==> src/rtl/serial_subtractor.sv <==
// Bit-serial unsigned subtractor: one full-subtractor cell walks the operands LSB first,
// publishing (minuend - subtrahend) mod 2^WIDTH and the final borrow after WIDTH steps.
module serial_subtractor #(
    parameter int WIDTH = 8
) (
    input  logic             clk,
    input  logic             rst_n,
    input  logic             start,
    input  logic [WIDTH-1:0] minuend,
    input  logic [WIDTH-1:0] subtrahend,
    output logic             busy,
    output logic             done,
    output logic [WIDTH-1:0] difference,
    output logic             borrow_out
);

    localparam int CNT_W = $clog2(WIDTH + 1);
    localparam logic [CNT_W-1:0] LAST_CNT = CNT_W'(WIDTH - 1);
    localparam logic [CNT_W-1:0] CNT_ONE  = CNT_W'(1);

    typedef enum logic [1:0] {
        ST_IDLE = 2'd0,
        ST_RUN  = 2'd1,
        ST_DONE = 2'd2
    } state_t;

    state_t           r_state;
    state_t           w_state_next;
    logic [WIDTH-1:0] r_a_sr;
    logic [WIDTH-1:0] r_b_sr;
    logic [WIDTH-1:0] r_r_sr;
    logic [WIDTH-1:0] w_r_next;
    logic             r_borrow;
    logic [CNT_W-1:0] r_cnt;
    logic             w_d;
    logic             w_bout;
    logic             w_last;

    function automatic logic fs_diff(input logic a, input logic b, input logic bin);
        return a ^ b ^ bin;
    endfunction

    function automatic logic fs_borrow(input logic a, input logic b, input logic bin);
        return (~a & b) | (~(a ^ b) & bin);
    endfunction

    // Full-subtractor cell on the current LSBs, and the result register after this bit enters.
    always_comb begin
        w_d      = fs_diff(r_a_sr[0], r_b_sr[0], r_borrow);
        w_bout   = fs_borrow(r_a_sr[0], r_b_sr[0], r_borrow);
        w_last   = (r_cnt == LAST_CNT);
        w_r_next = r_r_sr >> 1'b1;
        w_r_next[WIDTH-1] = w_d;
    end

    // Next-state logic: start only matters in IDLE, DONE always lasts one cycle.
    always_comb begin
        w_state_next = r_state;
        case (r_state)
            ST_IDLE: begin
                if (start) begin
                    w_state_next = ST_RUN;
                end else begin
                    w_state_next = ST_IDLE;
                end
            end
            ST_RUN: begin
                if (w_last) begin
                    w_state_next = ST_DONE;
                end else begin
                    w_state_next = ST_RUN;
                end
            end
            ST_DONE: w_state_next = ST_IDLE;
            default: w_state_next = ST_IDLE;
        endcase
    end

    // State register.
    always_ff @(posedge clk or negedge rst_n) begin
        if (!rst_n) begin
            r_state <= ST_IDLE;
        end else begin
            r_state <= w_state_next;
        end
    end

    // Datapath and registered outputs; published result only moves on the last RUN bit.
    always_ff @(posedge clk or negedge rst_n) begin
        if (!rst_n) begin
            r_a_sr     <= '0;
            r_b_sr     <= '0;
            r_r_sr     <= '0;
            r_borrow   <= 1'b0;
            r_cnt      <= '0;
            busy       <= 1'b0;
            done       <= 1'b0;
            difference <= '0;
            borrow_out <= 1'b0;
        end else begin
            case (r_state)
                ST_IDLE: begin
                    done <= 1'b0;
                    if (start) begin
                        r_a_sr   <= minuend;
                        r_b_sr   <= subtrahend;
                        r_borrow <= 1'b0;
                        r_cnt    <= '0;
                        busy     <= 1'b1;
                    end else begin
                        busy <= 1'b0;
                    end
                end
                ST_RUN: begin
                    r_a_sr   <= r_a_sr >> 1'b1;
                    r_b_sr   <= r_b_sr >> 1'b1;
                    r_r_sr   <= w_r_next;
                    r_borrow <= w_bout;
                    r_cnt    <= r_cnt + CNT_ONE;
                    if (w_last) begin
                        difference <= w_r_next;
                        borrow_out <= w_bout;
                        done       <= 1'b1;
                    end else begin
                        done <= 1'b0;
                    end
                end
                ST_DONE: begin
                    done <= 1'b0;
                    busy <= 1'b0;
                end
                default: begin
                    done <= 1'b0;
                    busy <= 1'b0;
                end
            endcase
        end
    end

endmodule

==> config.mk <==
export PLATFORM = sky130hd
export DESIGN_NAME = serial_subtractor
export DESIGN_NICKNAME = d
export VERILOG_FILES = /design/src/rtl/serial_subtractor.sv
export SDC_FILE = /design/constraint.sdc
export NUM_CORES = 1
export LEC_CHECK = 0
export CORE_MARGIN = 1
export CORE_UTILIZATION = 35
export DETAILED_ROUTE_END_ITERATION = 10
export REMOVE_ABC_BUFFERS = 1
export SYNTH_ARGS = -nofsm -noshare
export SYNTH_HDL_FRONTEND = slang
export SYNTH_SLANG_ARGS = --single-unit
==> constraint.sdc <==
create_clock -name clk -period 1.55 [get_ports clk]
set_input_delay 0.155 -clock clk [delete_from_list [all_inputs] [get_ports clk]]
set_output_delay 0.155 -clock clk [all_outputs]
set_load 0.005 [all_outputs]
Word level (Yosys, flattened, before mapping)
Cells that the tools add are included.

storage, ports and cells
  register bits = 42
  latch bits = 0
  RAM bits = 0
  ROM bits = 0
  output and inout port bits = 11
  word-level logic and storage cells = 40
  memories = 0

operators by class
  add/subtract/negate cells = 1
  $mul = 0
  divide/modulo/power cells = 0
  order comparisons = 0
  equal/unequal tests = 3
  shift operators = 0
  multiplexer cells = 15
  bitwise operators = 7
  reductions and logical operators = 4

operator list
  kind                   number
  $pmux W8 S2            2
  $mux W8                2
  $pmux W4 S2            1
  $mux W1                5
  $add A4 B1 Y4 const B  1
  $eq A4 B3 Y1 const B   1
  $mux W4                1
  $pmux W1 S2            2
  $pmux W2 S2            1
  $reduce_and A2 Y1      2
  $and A1 B1 Y1          2
  $eq A2 B1 Y1 const B   1
  $logic_not A2 Y1       1
  $mux W2                1
  $ne A2 B2 Y1 const B   1
  $not A1 Y1             2
  $reduce_bool A2 Y1     1
  $xor A1 B1 Y1          2
  $or A1 B1 Y1           1

Longest topological paths before layout
  depth in word-level cells = 5
  gate-level depth with buffers = 5
  gate-level depth less buffers = 4

Worst setup path after synthesis
OpenSTA, ideal clock, no wires.

  path kind = register -> register
  from = register done (netlist name)
  to = register difference[0]
  arrival time = 1.326 ns
  slack = 0.099 ns
  cell stages (with the launch flop) = 4
  path buffers = 0
  path through = dfrtp_1 nand2b_1 nor3_4 mux2_2

RTL lines
  element               line  source
  to (signal assigned)  121   difference <= w_r_next;
  to (decl)             13    output logic [WIDTH-1:0] difference,

Worst setup path in the final report
  from = register done
  to = output done

RTL lines
  element                 line  source
  from (decl)             12    output logic done,
  from (signal assigned)  97    done <= 1'b0;
  from (signal assigned)  103   done <= 1'b0;
  from (signal assigned)  123   done <= 1'b1;

No word-level cell between the ends.

==> results.py <==
metrics = {
    "outcome": {
        "status": "complete, no violations",
    },
    "cts": {
        "cts.clk_slew.worst_paths_ns": 0.08,
        "clockBufferDepth": 2,
        "root_buffer": "clkbuf_8",
        "clock_sinks": 40,
        "clkLatencyLatePin_ns": 0.29,
        "cts_tree": "built",
        "cts-buffers-inserted": 5,
        "h-tree-depth": 2,
    },
    "sta": {
        "setup_viol": 0,
        "clock.fmax_ghz": 0.672,
        "skew_ns": 0.0113,
        "whs_ns": 0.445,
        "drv_slew": 0,
        "layout_min_cycle_time_ns": 1.49,
        "worst_pin_slew_ns": 0.494,
        "rsz0062_at_grt": "false",
        "min_period_over_period_pct": 95.9,
        "tns_ns": 0,
        "hold_viol": 0,
        "worst_slack_ns": 0.0628,
        "max-slew-margin-rel_pct": 67.0,
    },
    "grt": {
        "grt.overflow.total": 0,
        "grt_start_max_net_pins": 41,
        "grt_pass1_wl_um": 5840,
        "antenna_found_initial": 0,
        "grtUsageTotal_pct": 14.4,
        "grt_pass1_vias": 1316,
    },
    "route": {
        "num_vias": 1334,
        "wirelength_um": 3580,
        "ant_nets": 0,
        "drtIter0Drc": 43,
        "first_pass_iters": 4,
        "via_per_inst": 4.80,
        "wire_per_inst_um": 12.9,
        "drcViolationCount": 0,
    },
    "worst_setup_path": {
        "startpoint_type": "flip-flop",
        "crit_fanout": 11,
        "required_ns": 1.39,
        "endpoint_kind": "output pin",
        "cp_data_arrival_time_ns": 1.33,
        "worstSetupPathType": "flip-flop to output pin",
    },
    "power_and_ir_drop": {
        "ir_worst_vdd_v": 0.000778,
        "p_per_area_mw_per_mm2": 1890,
        "p_total_mw": 4.50,
        "p_leak_nw": 1.04,
    },
    "cells_and_area": {
        "multi_input_area_sq_um": 701,
        "fill_cells": 442,
        "antenna_cells": 0,
        "ff_latch_area_sq_mm": 0.00100,
        "drive_gt1_share_pct": 17.1,
        "areaGrowthSynthToFinish_pct": 36.2,
        "final_core_util_pct": 50.1,
        "nets": 231,
        "final_cells": 278,
        "design_area_sq_mm": 0.00238,
    },
    "die": {
        "row_count": 25,
        "die_area_sq_mm": 0.00528,
        "die_x_um": 72.7,
        "top_level_ports": 30,
        "die_y_um": 72.7,
        "core_area_sq_mm": 0.00475,
        "start_util_pct": 36.8,
    },
    "yosys": {
        "synth.avg_cell_area_sq_um": 10.5,
        "ys_ff_latch": 40,
        "yosysSeqAreaShare_pct": 57.2,
        "synthCells": 167,
        "yosysWarnings": 0,
        "ys_types": 22,
        "syn-cell-area_sq_mm": 0.00175,
    },
    "placed_design": {
        "portBuffers": 29,
        "placed_cell_area_sq_mm": 0.00220,
        "gp_congestion": 0.702,
        "dp_slack_ns": 0.0848,
        "place_inst": 266,
        "dpl.hpwl_um": 2360,
    },
    "run": {
        "maxCapViolCount": 0,
    },
    "hold_path": {
        "hp-class": "input pin to async pin",
    },
}
-- worst paths after layout --
path | slack (ns) | cells past startpoint | startpoint | end
max in group asynchronous | 0.74 | 3 | rst_n | done$_DFF_PN0_
setup / recovery | 0.06 | 2 | done$_DFF_PN0_ | done
hold reg to reg | 0.48 | 2 | r_r_sr[1]$_DFFE_PN0P_ | r_r_sr[1]$_DFFE_PN0P_
setup reg to reg | 0.12 | 4 | done$_DFF_PN0_ | difference[5]$_DFFE_PN0P_
min in group clk | 0.48 | 2 | r_r_sr[1]$_DFFE_PN0P_ | r_r_sr[1]$_DFFE_PN0P_
hold / removal | 0.44 | 3 | rst_n | r_r_sr[1]$_DFFE_PN0P_
-- metal layers --
layer	global-route usage [%]	wire length, um	up-vias
met1	17.6	1650	630
met3	3.31	126	5
met2	25.1	1760	35
met5	0	0	-
met4	4.58	44	0
li1	-	-	664
-- final cells by class --
type,count,share of cell area (%)
Sequential cell,40,42.1
Inverter,3,0.473
Clock inverter,2,1.63
Timing Repair Buffer,45,19.4
Tap cell,67,3.52
Multi-Input combinational cell,115,29.4
Clock buffer,6,3.47
-- what timing repair did --
item	CTS	global route
endpoints found under the setup margin	1	2
pin swaps	0	0
setup buffers	0	2
cloned	0	1
gates resized for setup	3	1
hold endpoints to repair	40	0
hold buffers	1	0
-- state kept, by name, summed over array words and instances (netlist names) --
register,flops
busy,1
borrow_out,1
r_r_sr,7
r_b_sr,8
done,1
r_cnt,4
r_a_sr,8
r_borrow,1
r_state,1
difference,8
-- cell usage after synthesis (all sizes together) --
cell	instances	area (sq um)
ha	1	12.5
o21ai	18	90.1
inv	3	11.3
mux2i	1	10.0
a2bb2oi	1	8.76
a22oi	14	105
nor3	1	16.3
clkbuf	6	22.5
nand2	31	116
fa	1	20.0
nand3	3	15.0
buf	3	13.8
nand2b	1	6.26
nor2b	14	87.6
a21oi	13	65.1
dfrtp	40	1000
a22o	2	17.5
o21bai	1	11.3
or3	1	6.26
mux2	9	101
nor2	3	11.3
-- placed cells by master (no fill, tap or decap), drive strengths merged, types with 2 or more instances in the layout --
cell,synthesis,routed
a22o,2,2
o21ai,18,18
nor2,3,3
a21oi,13,13
dfrtp,40,40
mux2,9,9
nor2b,14,14
a22oi,14,14
buf,3,15
clkdlybuf4s50,0,28
nand3,3,3
inv,3,3
clkbuf,6,7
nand2,31,31
-- power breakdown --
part | total, mW | internal (mW) | switching, mW
sequential | 1.77 | 1.49 | 0.280
clock | 0.895 | 0.527 | 0.368
combinational | 1.83 | 0.982 | 0.849
-- critical path, stage by stage (launching register included) --
cell             delay, ns
dfrtp_2               0.41
buf_12                0.14
clkdlybuf4s50_1       0.49
-- kinds of logic (layout without fill, tap and decap cells) --
group / count (synthesis) / count (layout) / synth area share [%]
and+or+nand+nor: 54 / 54 / 14.8
AOI/OAI and AO/OA: 49 / 49 / 17.0
DFF: 40 / 40 / 57.2
buffers and inverters: 12 / 56 / 2.72
muxes: 10 / 10 / 6.37
adders and majority gates: 2 / 2 / 1.86
Note: power is estimated with default switching activity, not from simulation.
